--- config.mk ---
export PLATFORM = sky130hd
export DESIGN_NAME = key_matrix_scan_flat
export DESIGN_NICKNAME = d
export VERILOG_FILES = /design/src/rtl/key_matrix_scan_if.sv /design/src/rtl/key_matrix_scan.sv /design/src/flat_wrapper.sv
export SDC_FILE = /design/constraint.sdc
export NUM_CORES = 1
export LEC_CHECK = 0
export CAP_MARGIN = 5
export CORE_AREA = 2 2 91 93
export DETAILED_ROUTE_END_ITERATION = 12
export DIE_AREA = 0 0 93 95
export PLACE_DENSITY = 0.76
export RECOVER_POWER = 25
export SLEW_MARGIN = 5
export SYNTH_ARGS = -nofsm -noshare
export SYNTH_HDL_FRONTEND = slang
export SYNTH_SLANG_ARGS = --single-unit
export TNS_END_PERCENT = 100
--- constraint.sdc ---
create_clock -name Clk -period 8.4 [get_ports Clk]
set_clock_uncertainty 0.05 [all_clocks]
set_input_delay 1.26 -clock Clk [delete_from_list [all_inputs] [get_ports Clk]]
set_output_delay 1.26 -clock Clk [all_outputs]
set_load 0.005 [all_outputs]
--- src/rtl/key_matrix_scan_if.sv ---
// Keypad pin and event bundle for key_matrix_scan.
// master = board/consumer side, slave = scanner.
interface key_matrix_scan_if #(
  parameter int ROWS   = 4,
  parameter int COLS   = 4,
  parameter int CODE_W = 4
);
  logic [ROWS-1:0]   Key_Board_Row_i;
  logic [COLS-1:0]   Key_Board_Col_o;
  logic              Key_flag;
  logic [CODE_W-1:0] Key_Code;
  logic              Key_Multi;
  logic              Key_Held;

  modport master (
    output Key_Board_Row_i,
    input  Key_Board_Col_o, Key_flag, Key_Code, Key_Multi, Key_Held
  );

  modport slave (
    input  Key_Board_Row_i,
    output Key_Board_Col_o, Key_flag, Key_Code, Key_Multi, Key_Held
  );
endinterface

--- src/rtl/key_matrix_scan.sv ---
// Debounced ROWS x COLS keypad scanner with single-key decode and multi-key flag.
// Optional auto-repeat of Key_flag while a single key is held: define KEY_REPEAT_EN.
module key_matrix_scan #(
  parameter int ROWS          = 4,
  parameter int COLS          = 4,
  parameter int DEBOUNCE_CYC  = 1000000,
  parameter int SETTLE_CYC    = 4,
  parameter int REPEAT_DELAY  = 25000000,
  parameter int REPEAT_PERIOD = 5000000
) (
  input  logic                Clk,
  input  logic                Rst_n,
  key_matrix_scan_if.slave    kb
);
  localparam int CODE_W = (ROWS * COLS > 1) ? $clog2(ROWS * COLS) : 1;
  localparam int CNT_W  = $clog2(DEBOUNCE_CYC);
  localparam int SCNT_W = $clog2(SETTLE_CYC + 1);
  localparam int COL_W  = (COLS > 1) ? $clog2(COLS) : 1;
  localparam int POP_W  = $clog2(ROWS * COLS + 1);

  typedef enum logic [2:0] {IDLE, P_FILTER, SCAN, RESULT, WAIT_R, R_FILTER} state_t;

  state_t                      state_q, state_d;
  logic [ROWS-1:0]             row_s1_q, row_s_q;
  logic [CNT_W-1:0]            cnt_q, cnt_d;
  logic [SCNT_W-1:0]           scnt_q, scnt_d;
  logic [COL_W-1:0]            cidx_q, cidx_d;
  logic [COLS-1:0]             col_q, col_d;
  logic [COLS-1:0][ROWS-1:0]   hit_q, hit_d;
  logic [CODE_W-1:0]           code_q, code_d, hit_code;
  logic                        flag_q, flag_d, multi_q, multi_d, held_q, held_d;
  logic [POP_W-1:0]            hits;
  logic                        pressed, released, deb_done, settle_done, last_col;

`ifdef KEY_REPEAT_EN
  localparam int RPT_MAX = (REPEAT_DELAY > REPEAT_PERIOD) ? REPEAT_DELAY : REPEAT_PERIOD;
  localparam int RPT_W   = $clog2(RPT_MAX + 1);
  logic [RPT_W-1:0] rpt_q, rpt_d;
  logic             rpt_run_q, rpt_run_d, single_q, single_d;
`endif

  assign pressed     = ~&row_s_q;
  assign released    = &row_s_q;
  assign deb_done    = (cnt_q == CNT_W'(DEBOUNCE_CYC - 1));
  assign settle_done = (scnt_q == SCNT_W'(SETTLE_CYC));
  assign last_col    = (cidx_q == COL_W'(COLS - 1));

  always_ff @(posedge Clk) begin
    if (!Rst_n) begin
      row_s1_q <= '1;
      row_s_q  <= '1;
    end else begin
      row_s1_q <= kb.Key_Board_Row_i;
      row_s_q  <= row_s1_q;
    end
  end

  // Popcount of the hit matrix; hit_code is meaningful only when hits == 1.
  always_comb begin
    hits     = '0;
    hit_code = '0;
    for (int c = 0; c < COLS; c++)
      for (int r = 0; r < ROWS; r++)
        if (hit_q[c][r]) begin
          hits     = hits + POP_W'(1);
          hit_code = CODE_W'(r * COLS + c);
        end
  end

  always_ff @(posedge Clk) begin
    if (!Rst_n) state_q <= IDLE;
    else        state_q <= state_d;
  end

  always_comb begin
    state_d = state_q;
    case (state_q)
      IDLE:     if (pressed) state_d = P_FILTER;
      P_FILTER: if (released) state_d = IDLE;
                else if (deb_done) state_d = SCAN;
      SCAN:     if (settle_done && last_col) state_d = RESULT;
      RESULT:   state_d = (hits == '0) ? IDLE : WAIT_R;
      WAIT_R:   if (released) state_d = R_FILTER;
      R_FILTER: if (released && deb_done) state_d = IDLE;
      default:  state_d = IDLE;
    endcase
  end

  always_comb begin
    cnt_d   = cnt_q;
    scnt_d  = scnt_q;
    cidx_d  = cidx_q;
    col_d   = col_q;
    hit_d   = hit_q;
    code_d  = code_q;
    held_d  = held_q;
    flag_d  = 1'b0;
    multi_d = 1'b0;
`ifdef KEY_REPEAT_EN
    single_d  = single_q;
    rpt_d     = '0;
    rpt_run_d = 1'b0;
`endif
    case (state_q)
      IDLE: begin
        cnt_d = '0;
        col_d = '0;
      end
      P_FILTER: begin
        cnt_d = cnt_q + CNT_W'(1);
        if (!released && deb_done) begin
          cidx_d = '0;
          scnt_d = '0;
          col_d  = ~COLS'(1);
        end
      end
      SCAN: begin
        if (settle_done) begin
          hit_d[cidx_q] = ~row_s_q;
          scnt_d        = '0;
          if (last_col) col_d = '0;
          else begin
            cidx_d = cidx_q + COL_W'(1);
            col_d  = ~(COLS'(1) << (cidx_q + COL_W'(1)));
          end
        end else begin
          scnt_d = scnt_q + SCNT_W'(1);
        end
      end
      RESULT: begin
        cnt_d = '0;
        col_d = '0;
        if (hits == POP_W'(1)) begin
          code_d = hit_code;
          flag_d = 1'b1;
          held_d = 1'b1;
        end else if (hits != '0) begin
          multi_d = 1'b1;
          held_d  = 1'b1;
        end
`ifdef KEY_REPEAT_EN
        single_d = (hits == POP_W'(1));
`endif
      end
      WAIT_R: begin
        cnt_d = '0;
`ifdef KEY_REPEAT_EN
        // First repeat after REPEAT_DELAY held cycles, then every REPEAT_PERIOD.
        if (single_q && pressed) begin
          rpt_d     = rpt_q + RPT_W'(1);
          rpt_run_d = rpt_run_q;
          if ((!rpt_run_q && rpt_q == RPT_W'(REPEAT_DELAY - 1)) ||
              ( rpt_run_q && rpt_q == RPT_W'(REPEAT_PERIOD - 1))) begin
            flag_d    = 1'b1;
            rpt_d     = '0;
            rpt_run_d = 1'b1;
          end
        end
`endif
      end
      R_FILTER: begin
        if (pressed) cnt_d = '0;
        else if (deb_done) held_d = 1'b0;
        else cnt_d = cnt_q + CNT_W'(1);
      end
      default: ;
    endcase
  end

  always_ff @(posedge Clk) begin
    if (!Rst_n) begin
      cnt_q   <= '0;
      scnt_q  <= '0;
      cidx_q  <= '0;
      col_q   <= '0;
      hit_q   <= '0;
      code_q  <= '0;
      held_q  <= 1'b0;
      flag_q  <= 1'b0;
      multi_q <= 1'b0;
    end else begin
      cnt_q   <= cnt_d;
      scnt_q  <= scnt_d;
      cidx_q  <= cidx_d;
      col_q   <= col_d;
      hit_q   <= hit_d;
      code_q  <= code_d;
      held_q  <= held_d;
      flag_q  <= flag_d;
      multi_q <= multi_d;
    end
  end

`ifdef KEY_REPEAT_EN
  always_ff @(posedge Clk) begin
    if (!Rst_n) begin
      rpt_q     <= '0;
      rpt_run_q <= 1'b0;
      single_q  <= 1'b0;
    end else begin
      rpt_q     <= rpt_d;
      rpt_run_q <= rpt_run_d;
      single_q  <= single_d;
    end
  end
`endif

  assign kb.Key_Board_Col_o = col_q;
  assign kb.Key_flag        = flag_q;
  assign kb.Key_Code        = code_q;
  assign kb.Key_Multi       = multi_q;
  assign kb.Key_Held        = held_q;
endmodule

--- src/flat_wrapper.sv ---
// flat-port wrapper written by rule: the top's interface ports become plain ports
module key_matrix_scan_flat 
#(
  parameter int ROWS          = 4,
  parameter int COLS          = 4,
  parameter int DEBOUNCE_CYC  = 1000000,
  parameter int SETTLE_CYC    = 4,
  parameter int REPEAT_DELAY  = 25000000,
  parameter int REPEAT_PERIOD = 5000000
)
  (Clk, Rst_n, kb_Key_Board_Row_i, kb_Key_Board_Col_o, kb_Key_flag, kb_Key_Code, kb_Key_Multi, kb_Key_Held);
  key_matrix_scan_if #(.ROWS(ROWS), .COLS(COLS), .CODE_W(($clog2(ROWS * COLS)))) kb_i ();
  input  logic Clk;
  input  logic Rst_n;
  input wire logic [$bits(kb_i.Key_Board_Row_i)-1:0] kb_Key_Board_Row_i;
  output wire logic [$bits(kb_i.Key_Board_Col_o)-1:0] kb_Key_Board_Col_o;
  output wire logic [$bits(kb_i.Key_flag)-1:0] kb_Key_flag;
  output wire logic [$bits(kb_i.Key_Code)-1:0] kb_Key_Code;
  output wire logic [$bits(kb_i.Key_Multi)-1:0] kb_Key_Multi;
  output wire logic [$bits(kb_i.Key_Held)-1:0] kb_Key_Held;
  assign kb_i.Key_Board_Row_i = kb_Key_Board_Row_i;
  assign kb_Key_Board_Col_o = kb_i.Key_Board_Col_o;
  assign kb_Key_flag = kb_i.Key_flag;
  assign kb_Key_Code = kb_i.Key_Code;
  assign kb_Key_Multi = kb_i.Key_Multi;
  assign kb_Key_Held = kb_i.Key_Held;
  key_matrix_scan #(.ROWS(ROWS), .COLS(COLS), .DEBOUNCE_CYC(DEBOUNCE_CYC), .SETTLE_CYC(SETTLE_CYC), .REPEAT_DELAY(REPEAT_DELAY), .REPEAT_PERIOD(REPEAT_PERIOD)) u_core (.Clk(Clk), .Rst_n(Rst_n), .kb(kb_i));
endmodule
Word-level counts from Yosys, hierarchy flattened
Index checks and enable logic that the tools add are counted.

Flip-flop bits (word level): 63. Word-level logic and storage cells: 149.

$add $sub $neg: 18. Order comparisons: 2. Equality and inequality tests: 21. Shift operators: 1. Mux-type cells: 63. Bitwise operators: 4. Reductions and logical operators: 25.

Operators with widths (count): two-way mux 5 bit (15); two-way mux 4 bit (18); adder 5 x 1 -> 5 bit (second input constant) (14); one-hot mux 20 bit (3 select lines) (1); two-way mux 20 bit (2); two-way mux 3 bit (10); adder 20 x 1 -> 20 bit (second input constant) (1); equality test 20 bit (second input constant) (1); one-hot mux 3 bit (6 select lines) (1); bitwise mux 16 bit (1); inequality test 2 x 1 -> 1 bit (second input constant) (7); one-hot mux 4 bit (3 select lines) (1); AND reduction 4 bit (3); AND reduction 2 bit (5); equality test 3 bit (second input constant) (3); demux 4 bit (select 2 bit) (1); inverter 4 bit (2); two-way mux 1 bit (7); equality test 3 x 2 -> 1 bit (second input constant) (2); two-way mux 2 bit (3); inequality test 3 x 1 -> 1 bit (second input constant) (2); one-hot mux 3 bit (2 select lines) (1); nonzero test 3 bit (2); OR reduction 3 bit (2); other kinds (23) (29).

Longest topological paths before layout
Gate-level depths: netlist of the first run.

Word-level depth: 35. Mapped depth: 49.

Worst setup path before layout of the first run
No wires, ideal clock.

Kind: reg2reg. From: reg u_core.hit_q[0] (netlist name). To: reg u_core.code_q[0], in the netlist u_core.kb.Key_Code[0]. Setup time: 0.119 ns. Arrival: 8.426 ns. Path slack: -0.195 ns. Stages on the path, launching flop included: 47. Path buffers: 0. Period minus slack after synthesis: 8.595 ns. Cells stage by stage: dfxtp_1 -> ha_1 -> nor2b_1 -> or2_2 -> ha_1 -> nor2b_1 -> nor2_1 -> ha_1 -> nand2_1 -> o31ai_1 -> ha_1 -> o32ai_1 -> nor2_1 -> ha_1 -> nand2_1 -> o31ai_1 -> ha_1 -> nand2_1 -> [... 11 more ...] -> nand2_1 -> ha_1 -> nand2_1 -> o221ai_1 -> ha_1 -> mux2i_1 -> nor2_1 -> ha_1 -> nand2_1 -> o31ai_1 -> ha_1 -> mux2_2 -> ha_1 -> nor2_1 -> a21oi_1 -> mux2_2 -> or2_1 -> o221a_1.

Word-level cells in the longest chain between the ends: 33.

RTL lines: start: declaration (line key_matrix_scan.sv:29) `logic [COLS-1:0][ROWS-1:0] hit_q, hit_d;`; start signal: assignment (line key_matrix_scan.sv:186) `hit_q <= hit_d;`; two-way mux 1 bit * (line key_matrix_scan.sv:64) `if (hit_q[c][r]) begin`; adder 1 x 1 -> 2 bit (line key_matrix_scan.sv:65) `hits = hits + POP_W'(1);`; two-way mux 5 bit * (line key_matrix_scan.sv:64); adder 5 x 1 -> 5 bit (line key_matrix_scan.sv:65); two-way mux 5 bit * (line key_matrix_scan.sv:64); adder 5 x 1 -> 5 bit (line key_matrix_scan.sv:65); two-way mux 5 bit * (line key_matrix_scan.sv:64); adder 5 x 1 -> 5 bit (line key_matrix_scan.sv:65); [... 17 more ...]; adder 5 x 1 -> 5 bit (line key_matrix_scan.sv:65); two-way mux 5 bit * (line key_matrix_scan.sv:64); adder 5 x 1 -> 5 bit (line key_matrix_scan.sv:65); two-way mux 5 bit * (line key_matrix_scan.sv:64); adder 5 x 1 -> 5 bit (line key_matrix_scan.sv:65); two-way mux 5 bit * (line key_matrix_scan.sv:64); equality test 5 x 1 -> 1 bit * (line key_matrix_scan.sv:133) `if (hits == POP_W'(1)) begin`; AND reduction 2 bit (no source line) *; end signal: assignment (line key_matrix_scan.sv:187) `code_q <= code_d;`; end: declaration (line key_matrix_scan.sv:30) `logic [CODE_W-1:0] code_q, code_d, hit_code;`.

Every way passes the cells marked *; elsewhere a longest branch is shown, timed or not. A chain may end at the register's enable or synchronous reset.

Worst setup path in the final report of the first run
Same ends and word-level chain as after synthesis.

==> results.cfg, run 1 <==
[status]
status = complete, but fails checks
violations = setup timing

[detailed_routing]
drc = 0
highest_layer = met4
drt-met1-wl_microns = 4190
wl_met3_microns = 242
drt_iter0_drc = 163
routed_wl_microns = 9080
vias = 3752
wl_met2_microns = 4520
vias_per_cell = 5.43
first_pass_iters = 4
post_drt_wl_per_cell_microns = 13.1
drtAntennaViolNets = 0

[floorplanning]
die_x_microns = 93
dieArea_sq_um = 8840
rows = 33
die_h_microns = 95
start_util_pct = 54.7
core_area_sq_um = 7930
io_pins = 17

[place]
pre_cts_ws_ns = -0.355
place_area_sq_um = 4770
io_buffers = 16
place_hpwl_microns = 6420
place_congestion = 0.809

[layout]
nFillCells = 634
final_nets = 612
multi_input_area_sq_um = 3120
insertedDiodeCount = 0
drive_gt1_share_pct = 17.4
final_cell_mix = nand2_1, dfxtp_1, nor2_1
syn_to_final_growth_pct = 22.3
mostFrequentLayoutCell = nand2_1
final_area_sq_um = 5300
final-seq-area_sq_um = 1270

[global_route]
grt_max_degree = 47
gr-usage-all-layers_pct = 21.4
grt_pass1_vias = 3577
grt_overflow = 0
grt_pass1_wl_microns = 15600
antenna_found_initial = 0

[sta]
rsz0062_at_grt = true
tightest_slew_ns = 0.967
slew_headroom_pct = 35.3
layout_min_cycle_time_ns = 8.69
setup_viol = 8
hold_viol_final = 0
period_share_pct = 103
whs_ns = 0.361
final_max_slew_viol_count = 0
fmax_ghz = 0.115
setup_slack_ns = -0.287

[worst_setup_path]
critPathMaxStageDelay_ns = 0.36
crit_required_ns = 8.57
worstSetupPathType = register to register
startpoint = u_core.hit_q[0]
worstReg2RegStart = u_core.hit_q[0]
crit_path_start_kind = register
cp_max_fo = 3
slowest_stage = dfxtp_4
crit_family = adder cells
worstPathArrival_ns = 8.86
end_kind = register
cp_num_buf_inv = 0
crit_top_cell = ha_1

[power_and_ir_drop]
power.density_nw_per_um2 = 118
peakVddDrop_v = 0.000113
cellLeakagePower_uw = 0.00211
p_comb_share_pct = 3.5
power.share.sequential_pct = 48.9
swShare_pct = 19.5
p_int_uw = 502
power_switching_uw = 122
p_clk_share_pct = 47.6

[clock_tree]
hold_buffers = 0
cts_buffers = 9
clock_sinks = 63
htree_levels = 3
cts.path.max_buffers = 2
cts_root_buf = clkbuf_8
clkTransAtPathRegs_ns = 0.07
cts_tree = built
clk_latency_ns = 0.33

[min_path]
worstHoldStart = u_core.row_s1_q[2]
hp-class = register to register

[logic_synthesis]
yosys_warnings = 0
synth_top_flop_cell = dfxtp_1
ys_seq_area_share_pct = 29.1
synth_cell_types = 60
syn_inst = 537
synth_nets = 567
synth-async-reset-ratio_pct = 0
ys_ff_latch = 63
netlist_area_sq_um = 4340
synth_edf_count = 0
syn_area_per_cell_sq_um = 8.07

[flow_run]
cap_violations = 0
-- power by group through the flow --
stage	registers [uW]	logic, uW	clock network, uW
after floorplan	312	13.5	0
after detailed placement	313	21.7	0
after global routing	306	23.9	315
after global placement	312	21.3	0
after CTS	306	21.9	303
final	305	21.6	298
-- cell families after synthesis --
logic type | count (synthesis) | share of synthesized area [%]
AOI/OAI and AO/OA | 87 | 13.6
xor gates and xnor gates | 70 | 16.3
adders and majority gates | 26 | 7.39
buffers and inverters | 43 | 4.01
DFF | 63 | 29.1
muxes | 9 | 2.42
and+or+nand+nor | 239 | 27.2
-- state kept, by name, indices dropped and copies added, names as in the netlist --
register                   cells
u_core.cidx_q                  2
u_core.cnt_q                  20
u_core.hit_q                  16
u_core.kb.Key_Board_Col_o      4
u_core.kb.Key_Code             4
u_core.kb.Key_Held             1
u_core.kb.Key_Multi            1
u_core.kb.Key_flag             1
u_core.row_s1_q                4
u_core.row_s_q                 4
u_core.scnt_q                  3
u_core.state_q                 3
-- path summary, 6_finish.rpt --
| path | cells after the start | slack (ns) | to |
|---|---|---|---|
| hold / removal | 1 | 0.36 | u_core.row_s_q[2] |
| setup reg to reg | 47 | -0.29 | u_core.kb.Key_Code[0] |
| hold reg to reg | 1 | 0.36 | u_core.row_s_q[2] |
| setup / recovery | 47 | -0.29 | u_core.kb.Key_Code[0] |
-- metal layers --
metal	track usage (%)	vias up
met5	0	-
met4	7.48	0
met3	3.59	16
met2	37.6	49
met1	26.7	1764
li1	-	1923
-- what timing repair did --
item,in CTS,in global routing
setup endpoints to repair,8,8
gates resized for setup,18,15
gates cloned,0,0
pin swaps,18,16
setup buffers,15,5
-- through the flow --
step	cells	utilization, %	total power (uW)	setup TNS, ns
after floorplan	537	-	325	0
after global placement	656	60.2	334	0
after detailed placement	656	60.2	334	-2.34
after CTS	686	65.6	631	-0.912
after global routing	691	66.9	645	-5.58
final	691	66.9	624	-1.66
-- worst register-to-register path, delay by kind of cell, from the launching register on --
kind / cells / cell delay (ns)
AO/OA/AOI/OAI: 13 / 1.73
adder cells (fa/ha/maj): 13 / 3.82
AND/OR/NAND/NOR: 19 / 2.12
flip-flops: 1 / 0.36
multiplexers: 2 / 0.52
-- final cells by class --
class,count,share of cell area [%]
flip-flops and latches,63,23.9
repair buffers,58,8.96
inverters,19,1.49
multi-input cells,431,58.8
well taps,105,2.48
clock inverters,3,1.23
clock buffers,12,3.11
-- Yosys cell counts, types with 3 or more instances --
| library cell | count | area share (%) |
|---|---|---|
| and3_1 | 8 | 1.2 |
| and2_1 | 23 | 3.3 |
| a211oi_1 | 4 | 0.69 |
| dfxtp_1 | 63 | 29 |
| inv_1 | 18 | 1.6 |
| nor4_1 | 3 | 0.43 |
| mux2i_1 | 6 | 1.4 |
| a31oi_1 | 3 | 0.43 |
| nand3_1 | 17 | 2.0 |
| xnor2_1 | 36 | 7.3 |
| or2_2 | 4 | 0.58 |
| xnor2_2 | 3 | 1.1 |
| o31ai_1 | 4 | 0.69 |
| nand2_1 | 68 | 5.9 |
| xor2_1 | 26 | 5.3 |
| xnor3_1 | 3 | 1.6 |
| buf_2 | 3 | 0.35 |
| nand2b_1 | 17 | 2.5 |
| a21oi_1 | 18 | 2.1 |
| o221ai_1 | 3 | 0.61 |
| nor2b_1 | 15 | 2.2 |
| or3_1 | 6 | 0.87 |
| o21ai_0 | 24 | 2.8 |
| o311a_1 | 3 | 0.69 |
| clkbuf_1 | 20 | 1.7 |
| ha_1 | 24 | 6.9 |
| nor2_1 | 55 | 4.8 |
| nor3_1 | 4 | 0.46 |
| nand4_1 | 12 | 1.7 |
(Power assumes the default switching activity.)
==> inputs of run 2 (changes only) <==
Settings changed: REMOVE_ABC_BUFFERS from default to 1.
==> run 2 against run 1 <==
Count of clock-buffer cells in the layout increased by 1. Final area up 0.78%. Sequential share of layout area down 0.23 points. Routed wire length increased by 6.2%. Utilization increased by 0.52 points. The flow still finishes with violations (setup timing). Critical path depth shrank 1. First-iteration DRC count is 8.0% higher.
==> results.cfg, run 2 (synthesis results as in run 1) <==
[clock_tree]
hold_buffers = 0
cts_tree = built
htree_levels = 3
cts.path.max_buffers = 2
clock_sinks = 63
clkTransAtPathRegs_ns = 0.06
cts_root_buf = clkbuf_8
clk_latency_ns = 0.33
cts_buffers = 9

[sta]
setup_slack_ns = -0.311
slew_headroom_pct = 48.5
rsz0062_at_grt = true
tightest_slew_ns = 0.764
final_max_slew_viol_count = 0
hold_viol_final = 0
finalSetupTns_ns = -1.99
fmax_ghz = 0.115
period_share_pct = 104
layout_min_cycle_time_ns = 8.71
setup_viol = 8

[layout]
final_area_sq_um = 5350
regMostFlops = u_core.cnt_q
drive_gt1_share_pct = 20.0
final_nets = 623
largest_reg_flops = 20
top_regs = u_core.cnt_q (20), u_core.hit_q (16)
final_cell_mix = nand2_1, dfxtp_1, buf_4
mostFrequentLayoutCell = nand2_1
insertedDiodeCount = 0
syn_to_final_growth_pct = 23.3
final_util_pct = 67.4

[worst_setup_path]
end_kind = register
crit_path_start_kind = register
slowest_stage = or3_4
critPathMaxStageDelay_ns = 0.37
crit_top_cell = ha_1
cp.depth = 46
cp_max_fo = 5
rr_worst_depth = 46
crit_family = adder cells
worstSetupPathType = register to register
crit_required_ns = 8.62
worstPathArrival_ns = 8.94
cp_num_buf_inv = 3

[floorplanning]
die_x_microns = 93
die_h_microns = 95
dieArea_sq_um = 8840
rows = 33
io_pins = 17
start_util_pct = 54.7
core_area_sq_um = 7930

[detailed_routing]
drc = 0
drt_iter0_drc = 176
drtAntennaViolNets = 0
vias = 3842
first_pass_iters = 4
vias_per_cell = 5.48
routed_wl_microns = 9640
post_drt_wl_per_cell_microns = 13.8

[status]
violations = setup timing
status = complete, but fails checks

[place]
io_buffers = 16
place_area_sq_um = 4760
place_hpwl_microns = 6520
place_congestion = 0.833
pre_cts_ws_ns = -0.380

[global_route]
grt_pass1_vias = 3587
grt_pass1_wl_microns = 16100
grt_max_degree = 47
grt_overflow = 0
gr-usage-all-layers_pct = 22.5
antenna_found_initial = 0

[min_path]
hold_depth = 1
hp-class = register to register

[power_and_ir_drop]
power.density_nw_per_um2 = 103
peakVddDrop_v = 0.000122
cellLeakagePower_uw = 0.00215

[flow_run]
cap_violations = 0
run 2: cell count changes in the layout (fill, tap and decap cells not counted), moves of 2 or more:
cell,delta
buf_4,+11
a21oi_1,-2
a21oi_2,+2
and2_0,+2
and2_1,-2
bufinv_16,-2
clkbuf_1,+2
or3_1,-2
or3_4,+2
run 2: path summary, 6_finish.rpt:
path / startpoint / endpoint / slack [ns]
min: u_core.row_s1_q[1] / u_core.row_s_q[1] / 0.36
max: u_core.hit_q[0] / u_core.kb.Key_Code[1] / -0.31
max reg2reg: u_core.hit_q[0] / u_core.kb.Key_Code[1] / -0.31
min reg2reg: u_core.row_s1_q[1] / u_core.row_s_q[1] / 0.36
run 2: layout make-up:
type	count	area, sq um
clock buffers	13	159
well taps	105	131
repair buffers	69	558
multi-input cells	431	3150
flip-flops and latches	63	1270
fillers	626	2580
inverters	19	78.8
clock inverters	1	5.00
run 2: what timing repair did:
| action | 4_1_cts | 5_1_grt |
|---|---|---|
| endpoints found under the hold margin | 0 | 0 |
| pin swaps | 19 | 17 |
| endpoints found under the setup margin | 8 | 8 |
| setup buffers | 14 | 8 |
| resized for setup | 30 | 23 |
run 2: report_power, final:
part | total (uW) | internal, uW | leakage (uW) | switching, uW
Sequential | 306 | 303 | 0.000511 | 2.94
Combinational | 21.5 | 11.1 | 0.00155 | 10.4
Clock | 221 | 120 | 0.0000854 | 101
Total | 548 | 433 | 0.00215 | 115
run 2: layer usage:
| metal | part of all wire, % | wire, microns | track usage (%) | vias up |
|---|---|---|---|---|
| met3 | 2.8 | 273 | 3.67 | 24 |
| met2 | 51 | 4890 | 39.4 | 76 |
| met4 | 2.3 | 218 | 9.31 | 0 |
| li1 | - | - | - | 1946 |
| met1 | 44 | 4260 | 27.5 | 1796 |
| met5 | 0 | 0 | 0 | - |
run 2: per-stage QoR:
step | total power, uW | hold slack, ns | std cells
6_report | 548 | 0.357 | 701
3_3_place_gp | 334 | 0.340 | 665
2_1_floorplan | 323 | 0.336 | 513
5_1_grt | 570 | 0.383 | 701
4_1_cts | 556 | 0.360 | 693
3_5_place_dp | 334 | 0.342 | 665
run 2: worst reg2reg max path: cells and delay by family, from the launching register on:
kind            cells  cell delay [ns]
simple gates       15             2.18
xor+xnor            3             0.52
compound gates     12             1.54
buf+inv             3             0.34
fa+ha+maj          11             3.28
mux                 2             0.38
flops               1             0.36
